[src/rtl/ndma_pkg.sv]
// ndma shared types and constants.
// Imported by the OBI read engine and its buffer.
package ndma_pkg;

  typedef enum logic [1:0] {
    IDLE,
    ISSUE,
    DRAIN,
    DONE
  } ndma_rd_state_e;

  localparam int unsigned WordBytes = 4;
  localparam logic [3:0]  ObiBeAll  = 4'hF;

endpackage

[src/rtl/ndma_rsp_buf.sv]
// ndma response buffer: small synchronous FIFO.
// Usage count feeds the read-credit check.
module ndma_rsp_buf #(
  parameter  int unsigned Depth = 2,
  parameter  int unsigned Width = 32,
  localparam int unsigned AW    = (Depth > 1) ? $clog2(Depth) : 1,
  localparam int unsigned UW    = $clog2(Depth + 1)
) (
  input  logic             clk_i,
  input  logic             rst_i,
  input  logic             push_i,
  input  logic             pop_i,
  input  logic [Width-1:0] data_i,
  output logic [Width-1:0] data_o,
  output logic             full_o,
  output logic             empty_o,
  output logic [UW-1:0]    usage_o
);

  logic [Width-1:0] mem_q [Depth];
  logic [AW-1:0]    wr_q;
  logic [AW-1:0]    rd_q;
  logic [UW-1:0]    cnt_q;
  logic             do_push;
  logic             do_pop;

  function automatic logic [AW-1:0] nxt(
    input logic [AW-1:0] p
  );
    return (p == AW'(Depth - 1)) ? '0 : p + AW'(1);
  endfunction

  assign empty_o = (cnt_q == '0);
  assign full_o  = (cnt_q == UW'(Depth));
  assign usage_o = cnt_q;
  assign do_pop  = pop_i && !empty_o;
  assign do_push = push_i && (!full_o || do_pop);
  assign data_o  = empty_o ? '0 : mem_q[rd_q];

  // Storage, pointers and occupancy.
  always_ff @(posedge clk_i or posedge rst_i) begin
    if (rst_i) begin
      for (int i = 0; i < int'(Depth); i++) begin
        mem_q[i] <= '0;
      end
      wr_q  <= '0;
      rd_q  <= '0;
      cnt_q <= '0;
    end else begin
      if (do_push) begin
        mem_q[wr_q] <= data_i;
        wr_q        <= nxt(wr_q);
      end
      if (do_pop) begin
        rd_q <= nxt(rd_q);
      end
      if (do_push && !do_pop) begin
        cnt_q <= cnt_q + UW'(1);
      end else if (do_pop && !do_push) begin
        cnt_q <= cnt_q - UW'(1);
      end
    end
  end

  // A push into a full buffer without a pop loses data.
  a_no_overflow: assert property (
    @(posedge clk_i) disable iff (rst_i)
    !(push_i && full_o && !pop_i)
  );

endmodule

[src/rtl/ndma_obi_reader.sv]
// ndma read engine: issues OBI word reads and
// streams responses out in order under a credit limit.
module ndma_obi_reader
  import ndma_pkg::*;
#(
  parameter  int unsigned MaxOutstanding = 2,
  parameter  int unsigned MaxTxSize      = 256,
  parameter  int unsigned DataWidth      = 32,
  localparam int unsigned LenBits        = $clog2(MaxTxSize + 1)
) (
  input  logic                 clk_i,
  input  logic                 rst_i,
  input  logic                 start_i,
  input  logic [31:0]          src_addr_i,
  input  logic [LenBits-1:0]   tx_len_i,
  output logic                 busy_o,
  output logic                 done_o,
  output logic                 err_o,
  output logic                 obi_req_o,
  input  logic                 obi_gnt_i,
  output logic [31:0]          obi_addr_o,
  output logic                 obi_we_o,
  output logic [3:0]           obi_be_o,
  output logic [DataWidth-1:0] obi_wdata_o,
  input  logic                 obi_rvalid_i,
  input  logic [DataWidth-1:0] obi_rdata_i,
  input  logic                 obi_err_i,
  output logic [DataWidth-1:0] data_o,
  output logic                 valid_o,
  input  logic                 ready_i
);

  localparam int unsigned UW = $clog2(MaxOutstanding + 1);

  ndma_rd_state_e     state_q, state_d;
  logic [31:0]        base_q, base_d;
  logic [LenBits-1:0] len_q, len_d;
  logic [LenBits-1:0] iss_q, iss_d;
  logic [LenBits-1:0] rcv_q, rcv_d;
  logic               err_q, err_d;
  logic               hold_q, hold_d;

  logic [UW-1:0]      usage;
  logic               buf_full;
  logic               buf_empty;
  logic               pop;
  logic [LenBits:0]   inflight;
  logic               credit;
  logic               req;

  // Granted-but-unanswered reads plus buffered words.
  assign inflight = {1'b0, iss_q - rcv_q}
                  + (LenBits + 1)'(usage);
  assign credit   = !buf_full &&
    (inflight < (LenBits + 1)'(MaxOutstanding));

  // Once raised, a request is held until granted.
  assign req = (state_q == ISSUE) &&
               (iss_q != len_q) &&
               (credit || hold_q);
  assign hold_d = req && !obi_gnt_i;

  assign obi_req_o   = req;
  assign obi_addr_o  = base_q + 32'(iss_q) * 32'(WordBytes);
  assign obi_we_o    = 1'b0;
  assign obi_be_o    = ObiBeAll;
  assign obi_wdata_o = '0;

  assign busy_o  = (state_q != IDLE);
  assign done_o  = (state_q == DONE);
  assign err_o   = err_q;
  assign valid_o = !buf_empty;
  assign pop     = valid_o && ready_i;

  ndma_rsp_buf #(
    .Depth (MaxOutstanding),
    .Width (DataWidth)
  ) u_buf (
    .clk_i   (clk_i),
    .rst_i   (rst_i),
    .push_i  (obi_rvalid_i),
    .pop_i   (pop),
    .data_i  (obi_rdata_i),
    .data_o  (data_o),
    .full_o  (buf_full),
    .empty_o (buf_empty),
    .usage_o (usage)
  );

  // Next-state and counter updates.
  always_comb begin
    state_d = state_q;
    base_d  = base_q;
    len_d   = len_q;
    iss_d   = iss_q;
    rcv_d   = rcv_q;
    err_d   = err_q;
    if (obi_rvalid_i) begin
      rcv_d = rcv_q + LenBits'(1);
      if (obi_err_i) begin
        err_d = 1'b1;
      end
    end
    unique case (state_q)
      IDLE: begin
        if (start_i) begin
          base_d  = {src_addr_i[31:2], 2'b00};
          len_d   = tx_len_i;
          iss_d   = '0;
          rcv_d   = '0;
          err_d   = 1'b0;
          state_d = (tx_len_i == '0) ? DONE : ISSUE;
        end
      end
      ISSUE: begin
        if (req && obi_gnt_i) begin
          iss_d = iss_q + LenBits'(1);
          if ((iss_q + LenBits'(1)) == len_q) begin
            state_d = DRAIN;
          end
        end
      end
      DRAIN: begin
        if ((rcv_q == len_q) && buf_empty) begin
          state_d = DONE;
        end
      end
      DONE: begin
        state_d = IDLE;
      end
      default: begin
        state_d = IDLE;
      end
    endcase
  end

  // State and transfer registers.
  always_ff @(posedge clk_i or posedge rst_i) begin
    if (rst_i) begin
      state_q <= IDLE;
      base_q  <= '0;
      len_q   <= '0;
      iss_q   <= '0;
      rcv_q   <= '0;
      err_q   <= 1'b0;
      hold_q  <= 1'b0;
    end else begin
      state_q <= state_d;
      base_q  <= base_d;
      len_q   <= len_d;
      iss_q   <= iss_d;
      rcv_q   <= rcv_d;
      err_q   <= err_d;
      hold_q  <= hold_d;
    end
  end

endmodule

[config.mk]
export PLATFORM = sky130hd
export DESIGN_NAME = ndma_obi_reader
export DESIGN_NICKNAME = d
export VERILOG_FILES = /design/src/rtl/ndma_pkg.sv /design/src/rtl/ndma_rsp_buf.sv /design/src/rtl/ndma_obi_reader.sv
export SDC_FILE = /design/constraint.sdc
export NUM_CORES = 1
export LEC_CHECK = 0
export CAP_MARGIN = 20
export CORE_MARGIN = 3
export CORE_UTILIZATION = 50
export CTS_CLUSTER_SIZE = 20
export DETAILED_ROUTE_END_ITERATION = 7
export PLACE_DENSITY_LB_ADDON = 0.3
export SKIP_LAST_GASP = 1
export SYNTH_ARGS = -nofsm -noshare
export SYNTH_HDL_FRONTEND = slang
export SYNTH_SLANG_ARGS = --single-unit
[constraint.sdc]
create_clock -name clk_i -period 6.1 [get_ports clk_i]
set_input_delay 1.22 -clock clk_i [delete_from_list [all_inputs] [get_ports clk_i]]
set_output_delay 1.22 -clock clk_i [all_outputs]
set_load 0.02 [all_outputs]
==> results.md, run 1 <==
- Status: finished clean
- Post-synth top flop: sky130_fd_sc_hd__dfrtp_1
- Slowest stage cell, crit path: sky130_fd_sc_hd__clkdlybuf4s50_1
- Signed area change from the synthesized netlist to the final layout: 27.52%
- Mux cell area share after synthesis: 0.1991
- Synth Area in Compound Gates: 0.07065
- WL/cell: about 16 µm
- Filler Cell Count: 1102
- Internal power consumption: 3239 µW
- Class of the most critical hold timing path: reg2reg
- Max_slew headroom: 0.3258
- Kind of critical path: reg2out
- Post-cts resize count: 0
- Post-layout utilization of the core: 0.6576
- Logic gate share of total power: 0.498
- Worst-path clk slew: 0.06 ns
- Worst path arrival time: 3.97 ns
- CTS H-tree depth: 4
- GRT Resource Usage Total: 0.2130
- Share of the synthesized area in the top cell type: 0.4259
- Cell family with most CP delay: adder cells
- Setup WS pre-CTS: around 1.4 ns
- DRC violation count after routing: 0
- Warnings, synthesis: 0
- Static leakage power: 0.004176 µW
- Cell type with the largest total area after synthesis: sky130_fd_sc_hd__dfrtp_1
- Number of post-CTS setup repair buffers: 0
- Gpl congestion: 0.9087
- Share of power burned in registers: 0.305
- Buf+Inv Stages, Crit Path: 4
- Biggest fanout along the worst timing path: 8
- Unrepaired setup endpoints after global routing: false
- Pin count of the biggest net entering global routing: 80
- First-pass GRT wire length: around 28000 µm
- First-pass iteration count of the detailed router: 5
- Mean number of vias per cell: 5.408
- Reported net switching power: slightly above 2000 µW
- Die W: roughly 130 µm
- Post-DP HPWL: 12480 µm
- Number of nets at the end of the flow: between 900 and 1000
- Post-Synth Adder-Cell Area: 0.04919
- Count of vias placed by the detailed router: 5635
- Uppermost metal layer occupied by signal nets: met4
- Setup crit start kind: flip-flop
- Cell area after synthesis: roughly 7600 µm²
- Worst VDD drop: 0.3587 mV
- Flop and latch count out of synthesis: 129
- Remaining number of nets flagged by the antenna check after routing: 0
- Buffer cell driving the clock tree root: sky130_fd_sc_hd__clkbuf_16
- Wirelength, routed: 17050 µm
- Met2 WL post-DR: about 8800 µm
- Port Buffer Count: 144
- Number of hold violations in the final report: 0
- Xor-xnor portion of the synthesized cell area: 0.07808
- Core Area: 14700 µm²
- Actual slew at the worst max-slew pin: 1.011 ns
- Critical Path RT: 4.88 ns
- Initial antenna violation count: 0
- TritonCTS Sinks: 129
- Number of instances in the synthesized netlist: 703
- Number of unique standard cell types used by synthesis: 68
- Basic-gate share of the synthesized area counting and, or, nand and nor cells: 0.1075
- Endpoint type of the worst setup path: output pin
- Vias in the first global route: 5849
- Post-layout min period: ~5.2 ns
- Ratio of total power to cell area: 544.0 nW/µm²
- Number of antenna diodes: 0
- Sum of negative setup slack: 0 ns
- CTS tree: yes
- Final Cycle Share: 0.8501
- Final Worst Setup Slack: 0.9143 ns
- Wire length on met3: 881 µm
- 1st-iter DRT viols: 319
- Die area: 16670 µm²
- Maximum clock skew at final layout: 0.01146 ns
- Maximum capacitance violations: 0
- Post-synthesis sequential area ratio: 0.4259
- Clock Latency Late Sink: 0.42 ns
- Count of pins over their slew limit: 0
- Clock buffer count from CTS: 17
- Delay of the slowest cell on the worst path: 0.63 ns
- Main combinational cell family by area after synthesis: multiplexers
- Fmax: 192.8 MHz
- Bufs on Longest Clock Path: 2
- Share of total power in the clock network: 0.197
- Rows: 44
- Starting density of the core: 0.5157
- Avg Inst Size Synth: 10.78 µm²
- Overflow left after global routing: 0
- Critical-path cell list: inv_1 > ha_1 > inv_1 > fa_1 > inv_1 > fa_1 > xnor2_1 > nand4_2 > nor4_4 > nand3_1 > o21ai_0 > and2_1 > clkdlybuf4s50_1
- Count of final setup violators: 0
- Die height: between 100 and 150 µm
- Fraction of synthesis flops using an asynchronous set or reset pin: 1.000
- Share of layout cells above drive strength 1: 0.1841
- Boundary pin count: 186
- Most common cell type on the critical path: sky130_fd_sc_hd__inv_1
- Sw Ratio: 0.3840
- Number of flops mapped to enable cells by yosys: 0
- Sum of routed wire segments on met1: 7080 µm
- Top cells by area in the synthesized netlist: sky130_fd_sc_hd__dfrtp_1 43%, sky130_fd_sc_hd__mux2_2 15%, sky130_fd_sc_hd__xnor2_1 5.0%, sky130_fd_sc_hd__mux2i_1 4.8%, sky130_fd_sc_hd__ha_1 4.1%
- Cts hold-fix bufs: 0
-- area by class of cell --
cell class	count	area [µm²]	share of cell area
repair buffers	149	1479	0.1530
clock buffers	18	439.2	0.04544
inverters	36	137.6	0.01424
clock inverters	14	170.2	0.01761
flip-flops and latches	129	3229	0.3341
well taps	184	230.2	0.02382
multi-input cells	512	3980	0.4118
-- sequential cells by signal, summed over array words and instances, names as in the netlist --
signal         cells
u_buf.mem_q       64
rcv_q              9
u_buf.usage_o      2
u_buf.rd_q         1
iss_q              9
base_q            30
u_buf.wr_q         1
len_q              9
err_o              1
hold_q             1
state_q            2
-- layer usage --
metal  track usage  vias up
met2        0.3576      162
met3       0.05070       28
met1        0.2680     2769
met4       0.08091        0
met5             0        -
li1              -     2676
-- metrics by stage --
stage          cell area [µm²]  std cells  total power (µW)  hold WS (ns)
6_report                  9666       1042              5258        0.5040
4_1_cts                   9666       1042              5304        0.5083
2_1_floorplan             7719        740              3277        0.4680
3_5_place_dp              9056       1010              4239        0.4947
3_3_place_gp              9056       1010              4139        0.4860
5_1_grt                   9666       1042              5590        0.5154
-- worst register-to-register path, delay by kind of cell, from the launching register on --
| kind | cells | cell delay [ns] |
|---|---|---|
| xor+xnor | 1 | 0.24 |
| simple gates | 3 | 0.50 |
| fa+ha+maj | 3 | 1.11 |
| compound gates | 2 | 0.60 |
| mux | 1 | 0.35 |
| flops | 1 | 0.48 |
| buf+inv | 3 | 0.23 |
-- cell families (layout without fill, tap and decap cells) --
logic type               count (synthesis)  in the layout
AO/OA/AOI/OAI                           79             79
XOR/XNOR                                66             66
adder cells (fa/ha/maj)                 28             28
buffers and inverters                   99            217
flip-flops                             129            129
multiplexers                           138            138
other                                    2             39
AND/OR/NAND/NOR                        162            162
-- synth_stat cells (6+ instances only) --
master,instances
sky130_fd_sc_hd__and3_1,6
sky130_fd_sc_hd__clkbuf_1,17
sky130_fd_sc_hd__nand3_1,18
sky130_fd_sc_hd__nand2b_1,7
sky130_fd_sc_hd__nor3_1,8
sky130_fd_sc_hd__or3_1,6
sky130_fd_sc_hd__o21ai_0,17
sky130_fd_sc_hd__o211ai_1,6
sky130_fd_sc_hd__buf_4,39
sky130_fd_sc_hd__mux2i_1,36
sky130_fd_sc_hd__nor4_1,6
sky130_fd_sc_hd__nand4_1,10
sky130_fd_sc_hd__nor2_1,59
sky130_fd_sc_hd__dfrtp_1,129
sky130_fd_sc_hd__inv_1,36
sky130_fd_sc_hd__nand2_1,25
sky130_fd_sc_hd__xnor2_1,43
sky130_fd_sc_hd__a21oi_1,18
sky130_fd_sc_hd__ha_1,25
sky130_fd_sc_hd__xor2_1,22
sky130_fd_sc_hd__mux2_2,101
-- final timing paths --
| check | start | endpoint | slack [ns] | cells after the start |
|---|---|---|---|---|
| worst max-delay path | iss_q[0] | obi_req_o | 0.91 | 13 |
| worst min-delay path | u_buf.mem_q[53] | u_buf.mem_q[53] | 0.50 | 1 |
| worst max register to register | iss_q[0] | state_q[1] | 2.46 | 13 |
| worst min register to register | u_buf.mem_q[53] | u_buf.mem_q[53] | 0.50 | 1 |
| max in group asynchronous | rst_i | iss_q[3] | 3.51 | 3 |
| min in group asynchronous | rst_i | u_buf.mem_q[26] | 1.38 | 2 |
-- power groups by stage --
stage / combinational, µW / clock (µW) / sequential [µW]
2_1_floorplan: 1810 / 0 / 1470
3_3_place_gp: 2560 / 0 / 1580
3_5_place_dp: 2620 / 0 / 1620
4_1_cts: 2640 / 1060 / 1600
5_1_grt: 2830 / 1100 / 1660
6_report: 2620 / 1040 / 1600
-- cells in the final DEF, fill, tap and decap left out, types with 7 or more instances in the layout --
cell,count
sky130_fd_sc_hd__a21oi_1,18
sky130_fd_sc_hd__clkbuf_16,17
sky130_fd_sc_hd__clkdlybuf4s50_1,144
sky130_fd_sc_hd__conb_1,39
sky130_fd_sc_hd__dfrtp_1,128
sky130_fd_sc_hd__ha_1,25
sky130_fd_sc_hd__inv_1,35
sky130_fd_sc_hd__mux2_2,101
sky130_fd_sc_hd__mux2i_1,36
sky130_fd_sc_hd__nand2_1,25
sky130_fd_sc_hd__nand2b_1,7
sky130_fd_sc_hd__nand3_1,18
sky130_fd_sc_hd__nand4_1,10
sky130_fd_sc_hd__nor2_1,57
sky130_fd_sc_hd__nor3_1,8
sky130_fd_sc_hd__o21ai_0,17
sky130_fd_sc_hd__xnor2_1,43
sky130_fd_sc_hd__xor2_1,22
Power figures use the tool's default switching activity.
==> run 2: changes to the inputs <==
- CAP_MARGIN: 20 -> 25
- CTS_CLUSTER_DIAMETER: unset -> 120
- TNS_END_PERCENT: unset -> 30
==> run 2 against run 1 <==
Effect of this change: die area did not move; clock skew down 0.0024 ns; sequential cell count unchanged; cell count hardly changed; combinational power about the same; clock power hardly changed; sequential share of layout area decreased by 0.095 points; worst hold slack is essentially flat.
==> results.md, run 2 (synthesis gave the netlist of run 1 again) <==
- Status: finished clean
- Sum of negative setup slack: 0 ns
- Die W: 129.1 µm
- Count of pins over their slew limit: 0
- Buffer cell driving the clock tree root: sky130_fd_sc_hd__clkbuf_16
- 1st-iter DRT viols: between 300 and 400
- DRC violation count after routing: 0
- Kind of critical path: reg2out
- Register with the highest flop count: u_buf.mem_q
- Pin count of the biggest net entering global routing: 80
- Core Area: around 15000 µm²
- Endpoint type of the worst setup path: output pin
- Fmax: 192.6 MHz
- Die height: 129.1 µm
- Number of nets at the end of the flow: between 900 and 1000
- Number of hold violations in the final report: 0
- Mean number of vias per cell: 5.404
- Clock buffer count from CTS: 17
- Unrepaired setup endpoints after global routing: false
- Biggest regs: u_buf.mem_q x64, base_q x30
- Number of flip-flops in the largest register: 64
- Bufs on Longest Clock Path: 2
- Maximum capacitance violations: 0
- Post-cts resize count: 0
- Worst VDD drop: 0.3538 mV
- Biggest fanout along the worst timing path: 8
- Number of post-CTS setup repair buffers: 0
- Logic gate share of total power: 0.498
- Cts hold-fix bufs: 0
- Rows: 44
- Internal power consumption: about 3200 µW
- Worst path arrival time: 3.97 ns
- Worst-path clk slew: 0.06 ns
- CTS H-tree depth: 4
- Clock Latency Late Sink: 0.42 ns
- Vias in the first global route: 5849
- Initial antenna violation count: 0
- Max_slew headroom: 0.3250
- Static leakage power: 0.004189 µW
- Most frequent standard cell in the layout excluding fill and tap cells: sky130_fd_sc_hd__clkdlybuf4s50_1
- Count of vias placed by the detailed router: approximately 5600
- Final Cycle Share: 0.8511
- Post-layout utilization of the core: 0.6594
- Signed area change from the synthesized netlist to the final layout: 27.88%
- Die area: 16670 µm²
- Setup crit start kind: flip-flop
- Boundary pin count: 186
- Starting density of the core: 0.5157
- Reported net switching power: 2027 µW
- Overflow left after global routing: 0
- CTS tree: yes
- Ratio of total power to cell area: 543.4 nW/µm²
- First-pass iteration count of the detailed router: 5
- Critical Path RT: 4.88 ns
- Min-Delay Path Depth: 1
- Most frequent cells in the layout: 144 x sky130_fd_sc_hd__clkdlybuf4s50_1, 128 x sky130_fd_sc_hd__dfrtp_1, 101 x sky130_fd_sc_hd__mux2_2
- Post-DP HPWL: 12480 µm
- Share of layout cells above drive strength 1: 0.1851
- Count of final setup violators: 0
- Port Buffer Count: 144
- Share of total power in the clock network: 0.198
- TritonCTS Sinks: 129
- First-pass GRT wire length: 28320 µm
- Sw Ratio: 0.3847
- Remaining number of nets flagged by the antenna check after routing: 0
- GRT Resource Usage Total: 0.2130
- Number of antenna diodes: 0
- Wirelength, routed: 17150 µm
- Class of the most critical hold timing path: reg2reg
- Maximum clock skew at final layout: ~0.009 ns
- Depth of the worst register-to-register path: 13
- Gpl congestion: 0.9087
- Share of power burned in registers: 0.305
- Actual slew at the worst max-slew pin: 1.013 ns
- WL/cell: 16.44 µm
- Post-layout min period: 5.192 ns
[run 2: changes by cell type in the layout (fill, tap and decap cells not counted), sizes merged]
cell,before,now
buf,5,6
[run 2: critical path, cell delays in order, from the launching register on]
cell and delay (ns):
sky130_fd_sc_hd__dfrtp_1 0.48, sky130_fd_sc_hd__inv_1 0.11, sky130_fd_sc_hd__ha_1 0.16, sky130_fd_sc_hd__inv_1 0.05
sky130_fd_sc_hd__fa_1 0.50, sky130_fd_sc_hd__inv_1 0.07, sky130_fd_sc_hd__fa_1 0.45, sky130_fd_sc_hd__xnor2_1 0.24
sky130_fd_sc_hd__nand4_2 0.14, sky130_fd_sc_hd__nor4_4 0.21, sky130_fd_sc_hd__nand3_1 0.15, sky130_fd_sc_hd__o21ai_0 0.17
sky130_fd_sc_hd__and2_1 0.18, sky130_fd_sc_hd__clkdlybuf4s50_1 0.63
[run 2: per-layer routing]
layer	wire, µm	global-route usage	vias to the layer above
li1	-	-	2677
met1	7082	0.2680	2774
met2	8855	0.3576	159
met3	905	0.05070	26
met4	306	0.08091	0
met5	0	0	-
[run 2: power by group through the flow]
stage / Clock (µW) / Sequential [µW] / Combinational, µW
2_1_floorplan: 0 / 1470 / 1810
3_3_place_gp: 0 / 1580 / 2560
3_5_place_dp: 0 / 1620 / 2620
4_1_cts: 1060 / 1600 / 2640
5_1_grt: 1100 / 1660 / 2830
6_report: 1040 / 1600 / 2620
[run 2: layout make-up]
cell class / count / area (µm²)
fill: 1098 / 5006
multi-input combinational: 512 / 3980
sequential: 129 / 3229
timing repair buffer: 150 / 1506
clock buffer: 18 / 439.2
tap: 184 / 230.2
clock inverter: 14 / 170.2
inverter: 36 / 137.6
[run 2: worst paths after layout]
| kind | startpoint | endpoint | slack, ns |
|---|---|---|---|
| min reg2reg | u_buf.mem_q[53] | u_buf.mem_q[53] | 0.50 |
| min | u_buf.mem_q[53] | u_buf.mem_q[53] | 0.50 |
| max in group asynchronous | rst_i | iss_q[3] | 3.84 |
| min in group asynchronous | rst_i | u_buf.mem_q[26] | 1.03 |
| max reg2reg | iss_q[0] | state_q[1] | 2.45 |
| max | iss_q[0] | obi_req_o | 0.91 |
[run 2: per-stage QoR]
stage          hold WS (ns)  instances  power, µW  setup slack (ns)  area, µm²
2_1_floorplan        0.4680        740       3277             1.439       7719
3_3_place_gp         0.4860       1010       4139             1.384       9056
3_5_place_dp         0.4947       1010       4239             1.365       9056
4_1_cts              0.5083       1042       5304            0.8854       9666
5_1_grt              0.5156       1043       5594            0.6392       9693
6_report             0.5035       1043       5268            0.9080       9693
==> run 3: changes to the inputs <==
- CORE_MARGIN: 3 -> 5
- SKIP_LAST_GASP: 1 -> unset
==> run 3 against run 2 <==
Effect of this change: sequential power hardly changed; total power fell by 0.24%; non-clock buffer count is the same; global-route usage fell by 1.1 points; critical path depth unchanged; critical path type unchanged; critical endpoint unchanged; largest cell class unchanged.
==> results.md, run 3 (synthesis gave the netlist of run 1 again) <==
- Status: finished clean
- Share of total power in the clock network: 0.193
- Most frequent standard cell in the layout excluding fill and tap cells: sky130_fd_sc_hd__clkdlybuf4s50_1
- Overflow left after global routing: 0
- Final Cycle Share: 0.8536
- Ratio of total power to cell area: 542.7 nW/µm²
- TritonCTS Sinks: between 100 and 150
- 1st-iter DRT viols: 294
- Biggest fanout along the worst timing path: 8
- Critical Path RT: 4.88 ns
- CTS H-tree depth: 4
- Clock Latency Late Sink: roughly 0.4 ns
- Most frequent cells in the layout: 144 x sky130_fd_sc_hd__clkdlybuf4s50_1, 128 x sky130_fd_sc_hd__dfrtp_1, 101 x sky130_fd_sc_hd__mux2_2
- Post-layout min period: 5.207 ns
- Logic gate share of total power: 0.501
- Number of hold violations in the final report: 0
- Port Buffer Count: 144
- Sw Ratio: 0.3852
- Uppermost metal layer occupied by signal nets: met4
- Unrepaired setup endpoints after global routing: false
- WL/cell: 17.20 µm
- Number of post-CTS setup repair buffers: 0
- Worst VDD drop: 0.4031 mV
- GRT Resource Usage Total: 0.2024
- Remaining number of nets flagged by the antenna check after routing: 0
- Filler Cell Count: 1164
- Endpoint type of the worst setup path: output pin
- Kind of critical path: reg2out
- Setup crit start kind: flip-flop
- Core Area: ~15000 µm²
- Worst-path clk slew: 0.06 ns
- Buffer cell driving the clock tree root: sky130_fd_sc_hd__clkbuf_16
- Wirelength, routed: 18010 µm
- Met2 WL post-DR: approximately 9200 µm
- Gpl congestion: approximately 0.89
- Biggest regs: u_buf.mem_q x64, base_q x30
- Clock buffer count from CTS: 17
- Max_slew headroom: 0.3125
- Register with the highest flop count: u_buf.mem_q
- Boundary pin count: 186
- Number of placed cells counting well taps: 1014
- Die area: ~18000 µm²
- Count of vias placed by the detailed router: around 5600
- CTS tree: yes
- Share of layout cells above drive strength 1: 0.1851
- DRC violation count after routing: 0
- Internal power consumption: 3231 µW
- Vias in the first global route: approximately 6000
- Sum of negative setup slack: 0 ns
- Share of power burned in registers: 0.306
- Rows: 45
- Worst path arrival time: 3.99 ns
- Number of antenna diodes: 0
- Class of the most critical hold timing path: reg2reg
- Filler-free cell count of the finished design: 1047
- Number of nets at the end of the flow: 954
- Number of flip-flops in the largest register: 64
- Fmax: between 150 and 200 MHz
- Static leakage power: 0.004183 µW
- Cts hold-fix bufs: 0
- Maximum capacitance violations: 0
- Post-DP HPWL: about 13000 µm
- Post-cts resize count: 0
- Reported net switching power: 2024 µW
- First-pass iteration count of the detailed router: 5
- Maximum clock skew at final layout: 0.01139 ns
- Starting density of the core: 0.5042
- Mean number of vias per cell: 5.338
- Count of pins over their slew limit: 0
- Initial antenna violation count: 0
- Actual slew at the worst max-slew pin: 1.031 ns
- Wire length on met3: 1018 µm
- Pin count of the biggest net entering global routing: 80
- Bufs on Longest Clock Path: 2
- Die height: 133.1 µm
- Die W: 133.1 µm
- Count of final setup violators: 0
- First-pass GRT wire length: 29140 µm
- Signed area change from the synthesized netlist to the final layout: 27.75%
- Sum of routed wire segments on met1: 7435 µm
==> run 3: routing by layer <==
layer / up-vias / GRT usage
met2: 174 / 0.3558
li1: 2655 / -
met1: 2735 / 0.2452
met5: - / 0
met4: 0 / 0.06629
met3: 25 / 0.04834
==> run 3: final timing paths <==
kind / startpoint / to / slack (ns) / depth (start not counted)
max in group asynchronous: rst_i / iss_q[4] / 3.78 / 4
max: iss_q[0] / obi_req_o / 0.89 / 13
min reg2reg: u_buf.mem_q[32] / u_buf.mem_q[32] / 0.50 / 1
min in group asynchronous: rst_i / u_buf.mem_q[18] / 1.03 / 2
max reg2reg: iss_q[0] / state_q[1] / 2.45 / 13
min: u_buf.mem_q[32] / u_buf.mem_q[32] / 0.50 / 1
==> run 3: layout make-up <==
type	instances	area [µm²]	share of cell area
clock inverter	14	155.1	0.01602
inverter	36	137.6	0.01421
clock buffer	18	439.2	0.04535
sequential	129	3229	0.3335
timing repair buffer	150	1506	0.1556
tap	188	235.2	0.02429
multi-input combinational	512	3980	0.4110
==> run 3: critical path: stages, from the launching register on <==
cell and delay, ns:
sky130_fd_sc_hd__dfrtp_1 0.49, sky130_fd_sc_hd__inv_1 0.14, sky130_fd_sc_hd__ha_1 0.17, sky130_fd_sc_hd__inv_1 0.05, sky130_fd_sc_hd__fa_1 0.50, sky130_fd_sc_hd__inv_1 0.07
sky130_fd_sc_hd__fa_1 0.44, sky130_fd_sc_hd__xnor2_1 0.22, sky130_fd_sc_hd__nand4_2 0.14, sky130_fd_sc_hd__nor4_4 0.21, sky130_fd_sc_hd__nand3_1 0.15, sky130_fd_sc_hd__o21ai_0 0.18
sky130_fd_sc_hd__and2_1 0.19, sky130_fd_sc_hd__clkdlybuf4s50_1 0.62
==> run 3: power by group through the flow <==
stage / Clock [µW] / Sequential, µW / Combinational (µW)
after floorplan: 0 / 1470 / 1810
after global placement: 0 / 1580 / 2570
after detailed placement: 0 / 1620 / 2630
after CTS: 1030 / 1610 / 2660
after global routing: 1070 / 1660 / 2830
final: 1010 / 1610 / 2630
==> run 3: through the flow <==
stage | hold slack, ns | setup slack, ns | area [µm²] | utilization | total power (µW)
final | 0.5030 | 0.8930 | 9683 | 0.6441 | 5255
after global routing | 0.5212 | 0.7042 | 9683 | 0.6441 | 5557
after CTS | 0.5076 | 0.8705 | 9656 | 0.6423 | 5301
after detailed placement | 0.4941 | 1.332 | 9061 | 0.6027 | 4254
after global placement | 0.4861 | 1.370 | 9061 | 0.6027 | 4151
after floorplan | 0.4680 | 1.439 | 7719 | - | 3277
